### src/rtl/logic_op_pipe.sv
// Two-stage pipelined N-operand bitwise logic unit (OR/AND/XOR/NOR) with valid/ready handshakes.
// Optional registered result parity output when LOGIC_OP_PARITY_EN is defined.
module logic_op_pipe #(
  parameter int WIDTH  = 8,
  parameter int NUM_IN = 4,
  parameter int CNT_W  = 16
) (
  input  logic                    clk,
  input  logic                    rst_n,
  input  logic                    in_valid,
  output logic                    in_ready,
  input  logic [1:0]              in_op,
  input  logic [NUM_IN*WIDTH-1:0] in_data,
  output logic                    out_valid,
  input  logic                    out_ready,
  output logic [WIDTH-1:0]        out_data,
  output logic [CNT_W-1:0]        out_count
`ifdef LOGIC_OP_PARITY_EN
  ,
  output logic                    out_parity
`endif
);

  typedef enum logic [1:0] {
    OP_OR  = 2'b00,
    OP_AND = 2'b01,
    OP_XOR = 2'b10,
    OP_NOR = 2'b11
  } op_e;

  logic                    s1_valid_q, s1_valid_d;
  op_e                     s1_op_q, s1_op_d;
  logic [NUM_IN*WIDTH-1:0] s1_data_q, s1_data_d;
  logic                    s2_valid_q, s2_valid_d;
  logic [WIDTH-1:0]        s2_data_q, s2_data_d;
  logic [CNT_W-1:0]        count_q, count_d;
  logic                    s1_adv, s2_adv, s2_load;
  logic [WIDTH-1:0]        or_red, and_red, xor_red, result;

  // Column-wise reduction of the operands held in S1
  always_comb begin
    or_red  = '0;
    and_red = '1;
    xor_red = '0;
    for (int k = 0; k < NUM_IN; k++) begin
      or_red  = or_red  | s1_data_q[k*WIDTH +: WIDTH];
      and_red = and_red & s1_data_q[k*WIDTH +: WIDTH];
      xor_red = xor_red ^ s1_data_q[k*WIDTH +: WIDTH];
    end
    case (s1_op_q)
      OP_OR:   result = or_red;
      OP_AND:  result = and_red;
      OP_XOR:  result = xor_red;
      OP_NOR:  result = ~or_red;
      default: result = or_red;
    endcase
  end

  always_comb begin
    s2_adv     = !s2_valid_q || out_ready;
    s1_adv     = !s1_valid_q || s2_adv;
    in_ready   = s1_adv;
    s2_load    = s1_valid_q && s2_adv;

    s1_valid_d = s1_valid_q;
    s1_op_d    = s1_op_q;
    s1_data_d  = s1_data_q;
    if (s1_adv) begin
      s1_valid_d = in_valid;
      if (in_valid) begin
        s1_op_d   = op_e'(in_op);
        s1_data_d = in_data;
      end
    end

    s2_valid_d = s2_valid_q;
    s2_data_d  = s2_data_q;
    if (s2_adv) begin
      s2_valid_d = s1_valid_q;
      if (s1_valid_q) s2_data_d = result;
    end

    // Saturates at all-ones rather than wrapping
    count_d = count_q;
    if (s2_valid_q && out_ready && (count_q != '1)) count_d = count_q + 1'b1;
  end

  always_ff @(posedge clk or negedge rst_n) begin
    if (!rst_n) begin
      s1_valid_q <= 1'b0;
      s1_op_q    <= OP_OR;
      s1_data_q  <= '0;
      s2_valid_q <= 1'b0;
      s2_data_q  <= '0;
      count_q    <= '0;
    end else begin
      s1_valid_q <= s1_valid_d;
      s1_op_q    <= s1_op_d;
      s1_data_q  <= s1_data_d;
      s2_valid_q <= s2_valid_d;
      s2_data_q  <= s2_data_d;
      count_q    <= count_d;
    end
  end

  assign out_valid = s2_valid_q;
  assign out_data  = s2_data_q;
  assign out_count = count_q;

`ifdef LOGIC_OP_PARITY_EN
  logic parity_q, parity_d;

  always_comb begin
    parity_d = parity_q;
    if (s2_load) parity_d = ^result;
  end

  always_ff @(posedge clk or negedge rst_n) begin
    if (!rst_n) parity_q <= 1'b0;
    else        parity_q <= parity_d;
  end

  assign out_parity = parity_q;
`endif

endmodule

### config.mk
export PLATFORM = sky130hd
export DESIGN_NAME = logic_op_pipe
export DESIGN_NICKNAME = d
export VERILOG_FILES = /design/src/rtl/logic_op_pipe.sv
export SDC_FILE = /design/constraint.sdc
export NUM_CORES = 1
export LEC_CHECK = 0
export CAP_MARGIN = 20
export CORE_MARGIN = 3
export CORE_UTILIZATION = 55
export CTS_BUF_LIST = sky130_fd_sc_hd__clkbuf_16
export DETAILED_ROUTE_END_ITERATION = 6
export PLACE_DENSITY = 0.85
export SKIP_CTS_REPAIR_TIMING = 1
export SYNTH_ARGS = -nofsm -noshare
export SYNTH_HDL_FRONTEND = slang
export SYNTH_SLANG_ARGS = --single-unit
### constraint.sdc
create_clock -name clk -period 4.1 [get_ports clk]
set_input_delay 0.615 -clock clk [delete_from_list [all_inputs] [get_ports clk]]
set_output_delay 0.615 -clock clk [all_outputs]
set_load 0.02 [all_outputs]
==> metrics.md, run 1 <==
| Metric | Value |
|---|---|
| Syn_nets | 339 |
| Post-DP HPWL | 4700 µm |
| Nets | 408 |
| Iteration-0 DRC Markers | 139 |
| Worst setup SP type | input pin |
| Mapped cell area | 3130 µm² |
| Crit-path max FO | 6 |
| Switch Pwr | 0.671 mW |
| Layout Cells excl Fill | 428 |
| Main flop type after synthesis | dfrtp_1 |
| Die W | 81.4 µm |
| # DRC | 0 |
| TritonCTS Buffers | 9 |
| Top Usage Layer GRT | met2 |
| Setup tns final | 0 ns |
| Top cells by area, synth | dfrtp_1, mux2_2, ha_1, xnor2_1, nand3_1 |
| Placed Instances | 412 |
| Total core area | 5300 µm² |
| Largest net degree at the start of global routing | 35 |
| Fmax achieved | 0.390 GHz |
| Relative slew slack | 49.8% |
| CTS tree | yes |
| Synth cell types | 36 |
| Worst Hold Slack | 0.357 ns |
| H-tree Lvls | 3 |
| Sequential share of the synthesized area | 48.0% |
| Outcome | completed |
| Final hold vios | 0 |
| Post-synth ARST share | 100% |
| Switching share of total power | 30.2% |
| Clk pin slew, worst setup/hold paths | 0.05 ns |
| Synth warn | 0 |
| Crit share post-route | 62.6% |
| Crit Path Category | input pin to output pin |
| Comb pwr share | 27.3% |
| Via Count | 2393 |
| First-pass GRT wire length | 11300 µm |
| Overall Power | 2.22 mW |
| I/O Buffers | 63 |
| Seq cells post-synth | 60 |
| Number of global-route vias before repair | 2388 |
| GR Util met2 | 38.8% |
| Total global-route track usage | 22.8% |
| Routability cong. | 0.895 |
| TritonRoute pass-1 iters | 4 |
| Max-Cap Viols | 0 |
| Worst min-delay path class | input pin to async pin |
| Setup violators final | 0 |
| Synth-to-Final Area Change | 32.1% |
| Cell Rows | 26 |
| # diodes | 0 |
| Clock Tree Buf Depth | 2 |
| Clk sinks | 60 |
| Met3 GRT Util | 5.15% |
| Min Tclk post-route | 2.57 ns |
| Post-synth top area share | 48.0% |
| Arr. time, crit path | 1.95 ns |
| Clk pwr share | 35.1% |
| Power Density | 537 nW/µm² |
| Dominant cell type by area after synthesis | dfrtp_1 |
| Post-synth EDFFs | 0 |
| Fill cells | 346 |
| Routed wire per std cell | 15.9 µm |
| Die H | 81.4 µm |
| Root buffer cell | clkbuf_16 |
| Initial antenna violation count | 0 |
| Insertion delay to the later sink of the worst-skew pair | 0.33 ns |
| Mean Syn Cell Area | 11.0 µm² |
| LEAKAGE | 1.77 nW |
| CP endpoint kind | output pin |
| Routing usage on met1 | 26.9% |
| Share of cells above drive strength 1 | 17.9% |
| Vias per cell | 5.59 |
| Pint | 1.55 mW |
| Worst Clk Skew | 0.00431 ns |
| RSZ-0062 raised after global routing | no |
| Slew Viols, Final | 0 |
| Routed wire length | 6820 µm |
| Flop pwr share | 37.7% |
| Effective utilization at floorplan | 59.0% |
| WP data required | 3.48 ns |
| Grt ovf | 0 |
| Die Area | 6630 µm² |
| IO Pins | 64 |
| Synth Instances | 284 |
| Peak VDD IR | 343 µV |
| DRT antenna net count | 0 |
| Worst slew pin tran | 0.753 ns |
==> registers in the layout, summed over array words and instances, names as in the netlist <==
name and flops:
s1_data_q 32, out_count 16, out_data 8, s1_op_q 2, out_valid 1, s1_valid_q 1
==> final timing paths <==
| path | startpoint | end | slack (ns) | cells after the start |
|---|---|---|---|---|
| worst max-delay path | out_ready | in_ready | 1.53 | 3 |
| worst min-delay path | rst_n | out_count[0] | 0.36 | 1 |
| worst max register to register | out_count[0] | out_count[1] | 2.13 | 5 |
| worst min register to register | out_data[3] | out_data[3] | 0.47 | 2 |
| max in group asynchronous | rst_n | out_count[15] | 2.89 | 2 |
| min in group clk | out_data[3] | out_data[3] | 0.47 | 2 |
==> layout make-up <==
cell class,count,area [µm²],area share (%)
multi-input cells,199,1530,37.0
flip-flops and latches,60,1500,36.3
repair buffers,65,641,15.5
clock buffers,9,225,5.45
well taps,70,87.6,2.12
clock inverters,7,81.3,1.97
inverters,18,67.6,1.63
==> power by group through the flow <==
stage                     combinational [mW]  sequential (mW)  clock [mW]
after global placement                 0.579            0.838           0
final                                  0.606            0.837       0.779
after floorplan                        0.298            0.889           0
after detailed placement               0.605            0.841           0
after CTS                              0.614            0.835       0.786
after global routing                   0.668            0.858       0.813
==> kinds of logic (layout without fill, tap and decap cells) <==
kind of cell	Yosys count	after routing	share of synthesized area (%)
simple gates	92	92	16.3
buf+inv	25	99	3.12
compound gates	31	31	6.36
mux	36	36	13.1
flops	60	60	48.0
fa+ha+maj	17	17	6.79
xor+xnor	23	23	6.43
==> routing by layer <==
| metal | share of wire, % | up-vias |
|---|---|---|
| met2 | 52 | 60 |
| met4 | 1.8 | 0 |
| met1 | 41 | 1184 |
| met5 | 0 | - |
| li1 | - | 1138 |
| met3 | 5.1 | 11 |
==> per-stage QoR <==
stage	area, µm²	util, %	setup WS (ns)
after global routing	4140	78.0	1.47
after global placement	3830	72.2	1.53
after CTS	4140	78.0	1.53
after detailed placement	3830	72.2	1.55
final	4140	78.0	1.53
after floorplan	3130	-	2.14
==> cell usage after synthesis, types with 2 or more instances <==
library cell,n
a211oi_1,6
nor3_1,7
inv_1,18
nor4b_1,2
nand2_1,16
nand4_1,8
nand2b_1,5
o21ai_0,2
xor2_1,5
and3_1,2
o31ai_1,8
or3b_2,6
and4_1,2
a31oi_1,3
nor4_1,3
xnor2_1,18
clkbuf_1,3
a21oi_1,10
ha_1,17
nor2_1,17
dfrtp_1,60
mux2_2,35
nand3_1,16
buf_2,3
==> cell usage in the layout, fill, tap and decap left out, types with 2 or more instances in the layout <==
master / netlist / routed
bufinv_16: 0 / 2
nor2_1: 17 / 17
nor4b_1: 2 / 2
or3b_2: 6 / 6
a211oi_1: 6 / 6
nor3_1: 7 / 7
nand2b_1: 5 / 5
a21oi_1: 10 / 10
a31oi_1: 3 / 3
mux2_2: 35 / 35
nand2_1: 16 / 16
ha_1: 17 / 17
o21ai_0: 2 / 2
nand3_1: 16 / 16
dfrtp_1: 60 / 60
nand4_1: 8 / 8
buf_4: 0 / 2
clkinv_2: 0 / 2
xnor2_1: 18 / 18
o31ai_1: 8 / 8
nor4_1: 3 / 3
inv_1: 18 / 18
clkdlybuf4s50_1: 0 / 62
and3_1: 2 / 2
xor2_1: 5 / 5
clkinv_1: 0 / 3
and4_1: 2 / 2
clkbuf_16: 0 / 9
==> critical path, stage by stage <==
cell and delay, ns:
clkdlybuf4s50_1 0.55, nand3b_1 0.17, clkdlybuf4s50_1 0.62
Note: power is estimated with default switching activity, not from simulation.
==> inputs of run 2 (changes only) <==
--- a/config.mk
+++ b/config.mk
@@ -7,10 +7,10 @@
 export LEC_CHECK = 0
 export CAP_MARGIN = 20
 export CORE_MARGIN = 3
-export CORE_UTILIZATION = 55
+export CORE_UTILIZATION = 51
 export CTS_BUF_LIST = sky130_fd_sc_hd__clkbuf_16
 export DETAILED_ROUTE_END_ITERATION = 6
-export PLACE_DENSITY = 0.85
+export PLACE_DENSITY = 0.79
 export SKIP_CTS_REPAIR_TIMING = 1
 export SYNTH_ARGS = -nofsm -noshare
 export SYNTH_HDL_FRONTEND = slang
==> constraint.sdc (replaced) <==
create_clock -name clk -period 2.5 [get_ports clk]
set_input_delay 0.375 -clock clk [delete_from_list [all_inputs] [get_ports clk]]
set_output_delay 0.375 -clock clk [all_outputs]
set_load 0.02 [all_outputs]
==> run 2 against run 1 <==
- total power rose by 53%
- final cell count is 0.70% higher
- clock-buffer cell count stayed put
- first-iteration DRC count down 15%
- utilization is 5.8 points lower
- wire length decreased by 4.6%
- combinational power rose by 63%
- sequential cell count unchanged
==> metrics.md, run 2 (same netlist as run 1, synthesis figures left out) <==
| Metric | Value |
|---|---|
| Worst setup SP type | input pin (unchanged) |
| Worst Clk Skew | 0.00393 ns (was 0.00431 ns) |
| Relative slew slack | 53.1% (was 49.8%) |
| Setup tns final | 0 ns (unchanged) |
| H-tree Lvls | 3 (unchanged) |
| Max reg flops | 32 (unchanged) |
| Clk pwr share | 30.4% (was 35.1%) |
| Commonest non-fill, non-tap cells in the layout | clkdlybuf4s50_1, dfrtp_1, mux2_2, inv_1, xnor2_1 (unchanged) |
| Slew Viols, Final | 0 (unchanged) |
| Worst slew pin tran | 0.697 ns (was 0.753 ns) |
| CP Cell Sequence | clkdlybuf4s50_1 -> nand3b_1 -> clkdlybuf4s50_1 (unchanged) |
| Fmax achieved | 0.472 GHz |
| CP Buf/Inv Count | 2 (unchanged) |
| TritonCTS Buffers | 9 (unchanged) |
| Crit Path Category | input pin to output pin (unchanged) |
| Nets | 409 (was 408) |
| # diodes | 0 (unchanged) |
| CTS tree | yes (unchanged) |
| First-pass GRT wire length | 11200 µm (was 11300 µm) |
| Total core area | 5710 µm² (was 5300 µm²) |
| Worst min-delay path class | input pin to async pin (unchanged) |
| Routed wire per std cell | 15.1 µm (was 15.9 µm) |
| Share of cells above drive strength 1 | 17.0% (was 17.9%) |
| Via Count | 2397 (was 2393) |
| Flop pwr share | 40.6% (was 37.7%) |
| Worst stage delay on the critical path | 0.63 ns (was 0.62 ns) |
| Effective utilization at floorplan | 54.8% (was 59.0%) |
| Iteration-0 DRC Markers | 118 (was 139) |
| Clk sinks | 60 (unchanged) |
| Largest net degree at the start of global routing | 54 (was 35) |
| WP data required | 2.12 ns (was 3.48 ns) |
| Cell Area, Placed | 3860 µm² (was 3830 µm²) |
| CP endpoint kind | output pin (unchanged) |
| TritonRoute pass-1 iters | 4 (unchanged) |
| Insertion delay to the later sink of the worst-skew pair | 0.32 ns (was 0.33 ns) |
| LEAKAGE | 1.77 nW (about the same) |
| Number of global-route vias before repair | 2346 (was 2388) |
| Routability cong. | 0.898 (was 0.895) |
| Power Density | 825 nW/µm² (was 537 nW/µm²) |
| Peak VDD IR | 456 µV (was 343 µV) |
| Arr. time, crit path | 1.74 ns (was 1.95 ns) |
| Clk pin slew, worst setup/hold paths | 0.05 ns (about the same) |
| Commonest non-fill, non-tap cell in the layout | clkdlybuf4s50_1 (unchanged) |
| Slowest cell on the critical path | clkdlybuf4s50_1 (unchanged) |
| Total global-route track usage | 19.6% (was 22.8%) |
| Synth-to-Final Area Change | 31.6% (was 32.1%) |
| Top cell by count, worst path | clkdlybuf4s50_1 (unchanged) |
| Cell Rows | 27 (was 26) |
| Top reg by flops | s1_data_q (unchanged) |
| Root buffer cell | clkbuf_16 (unchanged) |
| Crit share post-route | 84.8% |
| Die W | 84.3 µm (was 81.4 µm) |
| IO Pins | 64 (unchanged) |
| Outcome | completed (unchanged) |
| I/O Buffers | 63 (unchanged) |
| Grt ovf | 0 (unchanged) |
| Routed wire length | 6510 µm (was 6820 µm) |
| Die Area | 7110 µm² (was 6630 µm²) |
| RSZ-0062 raised after global routing | no (unchanged) |
| Max-Cap Viols | 0 (unchanged) |
| Switching share of total power | 31.2% (was 30.2%) |
| Pint | 2.34 mW (was 1.55 mW) |
| Initial antenna violation count | 0 (unchanged) |
| DRT antenna net count | 0 (unchanged) |
| Die H | 84.3 µm (was 81.4 µm) |
| Final hold vios | 0 (unchanged) |
| Top cell family by delay on the critical path | buffers and inverters (unchanged) |
| Vias per cell | 5.56 (was 5.59) |
| Switch Pwr | 1.06 mW (was 0.671 mW) |
| Comb pwr share | 29.0% (was 27.3%) |
| Clock Tree Buf Depth | 2 (unchanged) |
| Crit-path max FO | 6 (unchanged) |
| Min Tclk post-route | 2.12 ns |
| Final Instance Area | 4120 µm² (was 4140 µm²) |
| Post-DP HPWL | 4460 µm (was 4700 µm) |
| # DRC | 0 (unchanged) |
| Setup violators final | 0 (unchanged) |
run 2: power by group through the flow:
stage                     sequential, mW  clock (mW)  combinational, mW
after floorplan                     1.46           0              0.489
after global placement              1.38           0              0.953
after detailed placement            1.39           0              0.986
after CTS                           1.38        1.05              0.998
after global routing                1.42        1.12               1.07
final                               1.38        1.03              0.986
run 2: final timing paths:
| path | cells after the start | endpoint | start | slack [ns] |
|---|---|---|---|---|
| max | 3 | in_ready | out_ready | 0.38 |
| min | 2 | out_count[10] | rst_n | 0.45 |
| max reg2reg | 5 | out_count[1] | out_count[0] | 0.50 |
| min reg2reg | 2 | out_data[1] | out_data[1] | 0.48 |
| max in group asynchronous | 3 | out_count[11] | rst_n | 1.50 |
| min in group clk | 2 | out_data[1] | out_data[1] | 0.48 |
run 2: metrics by stage:
stage / utilization, % / hold WS (ns) / setup slack (ns) / power (mW) / instances
floorplan: - / 0.0794 / 0.541 / 1.95 / 284
global placement: 67.5 / 0.244 / 0.415 / 2.34 / 414
detailed placement: 67.5 / 0.250 / 0.397 / 2.38 / 414
CTS: 72.0 / -0.0848 / 0.370 / 3.43 / 430
global route: 72.1 / 0.475 / 0.299 / 3.61 / 431
finish: 72.1 / 0.454 / 0.381 / 3.40 / 431
run 2: per-layer routing:
layer,vias to the layer above,part of all wire (%),global-route usage (%),routed length (µm)
met5,-,0,0,0
li1,1150,-,-,-
met1,1174,42,25.1,2750
met4,0,1.6,8.06,106
met2,62,51,32.4,3290
met3,11,5.5,4.22,357
run 2: final cells by class:
type / count / area, µm²
timing repair buffer: 66 / 676
fill: 424 / 1590
multi-input combinational: 199 / 1530
clock buffer: 9 / 225
clock inverter: 7 / 27.5
inverter: 18 / 67.6
tap: 72 / 90.1
sequential: 60 / 1500
==> patch 1, RTL diff (settings of run 1) <==
`NUM_IN`: 4 -> 2.
--- a/src/rtl/logic_op_pipe.sv
+++ b/src/rtl/logic_op_pipe.sv
@@ -4,3 +4,3 @@
   parameter int WIDTH  = 8,
-  parameter int NUM_IN = 4,
+  parameter int NUM_IN = 2,
   parameter int CNT_W  = 16
Interface: changed (resized in_data); port bits go from 64 to 48. No check against the original RTL was run, so the function may have changed too.
==> patch 1 against run 1 <==
  * Synthesized area shrank 24%
  * Worst setup slack better by 0.056 ns
  * Utilization fell by 4.1 points
  * Via count fell by 29%
  * Total power decreased by 35%
  * Count of clock-buffer cells in the layout is 4 lower
  * Cell area is 27% lower
  * Sequential power fell by 26%
  * Sequential cell count decreased by 16
  * Clock power decreased by 52%
  * Worst hold slack better by 0.12 ns
  * Wire length is 33% lower
  * Synthesized cell count shrank 24%
  * Critical path type unchanged
  * Largest cell class unchanged
==> patch 1: results (changes against run 1) <==
stage;metric;value;unit;change
logic_synthesis;synthTopCellsByArea;dfrtp_1 46%, mux2_2 12%, ha_1 8.9%;;
logic_synthesis;synth_fa_ha_area_share;8.94;%;+2.1 points
global_route;grt_pass1_wl;7800;um;-31%
finish;fin_nets;304;;-25%
worst_hold_path;worst_hold_path.endpoint;out_data[1]$_DFFE_PN0P_;;
worst_setup_path;arrival;1.89;ns;-0.06 ns
timing;finClkSkew;0.00279;ns;-0.00152 ns
worst_setup_path;r2r-end;out_data[3]$_DFFE_PN0P_;;
drt;vias_per_cell;5.35;;-4.3%
timing;final-hold-violation-count;0;;unchanged
place;dp.cells;308;;-25%
finish;drive_gt1_share;13.9;%;-4.0 points
logic_synthesis;synth_nets;256;;-24%
place;io_buffers;47;;-25%
cts;clk_latency;0.28;ns;-0.05 ns
power_and_ir_drop;peakVddDrop;394;uV;+15%
timing;worstMarginPinSlew;0.945;ns;+0.192 ns
power_and_ir_drop;p_leak;1.44;nW;-19%
place;place_area;0.00288;mm2;-25%
drt;route.vias.total;1690;;-29%
drt;drt-wirelength-per-cell;14.5;um;-9.3%
worst_setup_path;rrSetupSlack;2.27;ns;+0.14 ns
cts;htreeDepth;2;;-1
logic_synthesis;avgSynthCellArea;11.0;um2;-0.51%
timing;whs;0.472;ns;+0.115 ns
logic_synthesis;seq_area_frac_synth;46.3;%;-1.7 points
run_status;status;complete, no violations;;
logic_synthesis;synth_common_cells;44 x dfrtp_1, 26 x mux2_2, 21 x nand2_1, 20 x inv_1, 17 x ha_1;;
logic_synthesis;ys_types;32;;-11%
worst_setup_path;worstReg2RegStart;s1_op_q[0]$_DFFE_PN0P_;;
logic_synthesis;synth_compound_gate_area_share;6.26;%;-0.098 points
global_route;grt_max_degree;45;;+29%
place;place_ws;1.59;ns;+0.0486 ns
place;routabilityCongestion;0.771;;-14%
worst_hold_path;hp-class;reg2reg;;
global_route;grt_pass1_vias;1787;;-25%
worst_setup_path;ff2ff_path_depth;4;;-1
logic_synthesis;muxShareOfSynthArea;14.6;%;+1.5 points
worst_setup_path;path_max_fanout;4;;-2
global_route;globalRouteTotalUtil;19.2;%;-3.6 points
drt;initialDrtViolationCount;58;;-58%
cts;numCtsBuffers;5;;-4
timing;fin_crit_sh;61.2;%;-1.4 points
logic_synthesis;synth-xor-area-share;5.52;%;-0.91 points
place;dp_hpwl;3190;um;-32%
[patch 1: cell types whose count changed in the layout (fill, tap and decap cells not counted), sizes merged, moves of 6 or more]
cell	change
mux2	-9
nor2	-13
clkdlybuf4s50	-16
xnor2	-17
a211oi	-6
dfrtp	-16
o21ai	+10
xor2	+9
or3b	-6
nand3	-12
a21oi	-6
[patch 1: metal layers]
metal | share of wire [%] | vias to the layer above | wire, um | GRT usage, %
met5 | 0 | - | 0 | 0
met4 | 1.6 | 0 | 74 | 7.31
met3 | 4.2 | 8 | 192 | 5.89
met2 | 50 | 31 | 2310 | 32.0
met1 | 44 | 807 | 2000 | 23.4
li1 | - | 844 | - | -
[patch 1: worst max-delay path by stage]
stage / from / end / cells past startpoint
3_3_place_gp: out_ready / in_ready / 3
2_1_floorplan: out_ready / s1_data_q[10]$_DFFE_PN0P_ / 4
6_report: out_ready / in_ready / 3
4_1_cts: out_ready / in_ready / 3
3_5_place_dp: out_ready / in_ready / 3
5_1_grt: out_ready / in_ready / 3
[patch 1: area by class of cell]
| type | count | area (um2) |
|---|---|---|
| clock inverters | 3 | 11.3 |
| clock buffers | 5 | 125 |
| well taps | 50 | 62.6 |
| repair buffers | 47 | 465 |
| inverters | 20 | 75.1 |
| fillers | 284 | 1070 |
| flip-flops and latches | 44 | 1100 |
| multi-input cells | 147 | 1180 |
[patch 1: where the power goes]
part | total [mW] | switching, mW | leakage, nW | internal [mW]
registers | 0.623 | 0.101 | 0.543 | 0.521
clock network | 0.371 | 0.152 | 0.0738 | 0.219
logic | 0.461 | 0.214 | 0.824 | 0.247
total | 1.45 | 0.467 | 1.44 | 0.987
[patch 1: worst reg2reg max path: stages, from the launching register on]
cell,delay [ns]
dfrtp_1,0.86
mux2_2,0.42
nand2_1,0.07
o21ai_0,0.08
mux2_2,0.28
==> patch 2, RTL diff (settings of run 1) <==
Made on the original files. Put one more register stage on the output `out_count`, cleared by the reset. The value now appears one clock later. The other outputs are not delayed to match.
--- a/src/rtl/logic_op_pipe.sv
+++ b/src/rtl/logic_op_pipe.sv
@@ -107,3 +107,9 @@
   assign out_data  = s2_data_q;
-  assign out_count = count_q;
+  always_ff @(posedge clk or negedge rst_n) begin
+    if (!rst_n) begin
+      out_count <= '0;
+    end else begin
+      out_count <= count_q;
+    end
+  end
 
Formal check against the unedited RTL: not equivalent (Yosys sat finds a counterexample within 4 cycles, from zero or initial values and one cycle with rst_n low).
==> patch 2 against run 1 <==
  * First-iteration DRC count is 30% lower
  * Synthesized area is 13% higher
  * Worst setup slack better by 0.078 ns
  * Wire length is 1.6% lower
  * Critical path depth stayed put
  * Utilization is 3.6 points lower
  * Total power is 6.5% higher
  * Cell area is 9.0% higher
  * Worst hold slack better by 0.073 ns
  * Sequential cell count is 16 higher
  * Highest routed layer unchanged
==> patch 2: results (changes against run 1) <==
stage;metric;value;unit;change
place;place_ws;1.61;ns;+0.0654 ns
run_status;status;complete, no violations;;
global_route;grt_pass1_vias;2424;;+1.5%
finish;fin_nets;401;;-1.7%
global_route;globalRouteTotalUtil;19.3;%;-3.5 points
finish;final_cells;426;;-0.47%
logic_synthesis;synth_nets;336;;-0.88%
finish;multi_input_comb_area;0.00152;mm2;-0.90%
worst_setup_path;arrival;1.87;ns;-0.08 ns
power_and_ir_drop;peakVddDrop;401;uV;+17%
worst_setup_path;path_max_fanout;3;;-3
finish;drive_gt1_share;18.8;%;+0.93 points
drt;drt-met1-wl;2890;um;+2.3%
place;place_area;0.00421;mm2;+10%
place;io_buffers;63;;unchanged
logic_synthesis;synth_top_area_share;53.9;%;+5.9 points
global_route;grt_util_met1;24.5;%;-2.4 points
power_and_ir_drop;p_leak;2.05;nW;+16%
timing;clock.fmax;0.402;GHz;+3.1%
global_route;grt_max_degree;77;;+120%
logic_synthesis;seq_area_frac_synth;53.9;%;+5.9 points
drt;vias_per_cell;5.49;;-1.8%
logic_synthesis;synth_flop_cell;dfrtp_1;;
timing;whs;0.430;ns;+0.0734 ns
place;dp_hpwl;4510;um;-4.1%
finish;fillCellCount;413;;+19%
drt;initialDrtViolationCount;97;;-30%
place;dp.cells;410;;-0.49%
logic_synthesis;syn_inst;281;;-1.1%
logic_synthesis;synthTopCellsByArea;dfrtp_1 54%, mux2_2 11%, ha_1 6.0%;;
timing;finClkSkew;0.00683;ns;+0.00252 ns
global_route;grt_pass1_wl;11200;um;-1.3%
drt;met2WireLength;3380;um;-3.9%
logic_synthesis;synth_common_cells;76 x dfrtp_1, 35 x mux2_2, 17 x ha_1, 17 x inv_1;;
cts;max-clock-path-buffers;2;;unchanged
global_route;met3_usage;4.51;%;-0.64 points
cts;root_buffer;clkbuf_16;;
timing;worstMarginPinSlew;0.944;ns;+0.191 ns
global_route;grtUsageMet2;32.0;%;-6.8 points
worst_setup_path;rrSetupSlack;1.77;ns;-0.36 ns
place;routabilityCongestion;0.852;;-4.8%
drt;drt-wirelength-per-cell;15.8;um;-1.1%
patch 2: changes by cell type after synthesis, moves of 8 or more:
cell | before | now
dfrtp_1 | 60 | 76
nor2_1 | 17 | 8
o22ai_1 | 0 | 10
o31ai_1 | 8 | 0
xnor2_1 | 18 | 5
xor2_1 | 5 | 15
patch 2: cell families after synthesis:
family	count (synthesis)	share of synthesized area (%)
adder cells (fa/ha/maj)	17	6.03
AND/OR/NAND/NOR	71	12.0
multiplexers	36	11.5
XOR/XNOR	25	8.15
flip-flops	76	53.9
buffers and inverters	27	3.12
AO/OA/AOI/OAI	29	5.32
patch 2: power by group:
group | total, mW | internal, mW | switching [mW]
logic | 0.584 | 0.331 | 0.253
clock network | 0.763 | 0.467 | 0.296
registers | 1.02 | 0.890 | 0.130
patch 2: layout make-up:
class                   count  area share, %
clock inverters             7           1.50
clock buffers               9           5.00
repair buffers             64           14.1
well taps                  75           2.08
flip-flops and latches     76           42.2
multi-input cells         178           33.7
inverters                  17           1.42
patch 2: final timing paths:
| path | from | to | depth (start not counted) |
|---|---|---|---|
| setup / recovery | out_ready | in_ready | 3 |
| hold / removal | rst_n | s1_data_q[6]$_DFFE_PN0P_ | 1 |
| setup reg to reg | count_q[0]$_DFFE_PN0P_ | count_q[1]$_DFFE_PN0P_ | 5 |
| hold reg to reg | count_q[8]$_DFFE_PN0P_ | out_count[8]$_DFF_PN0_ | 0 |
| max in group asynchronous | rst_n | out_count[3]$_DFF_PN0_ | 1 |
| min in group clk | count_q[8]$_DFFE_PN0P_ | out_count[8]$_DFF_PN0_ | 0 |
patch 2: worst max-delay path: stages:
cell,delay [ns]
clkdlybuf4s50_1,0.48
nand3b_1,0.15
clkdlybuf4s50_1,0.62
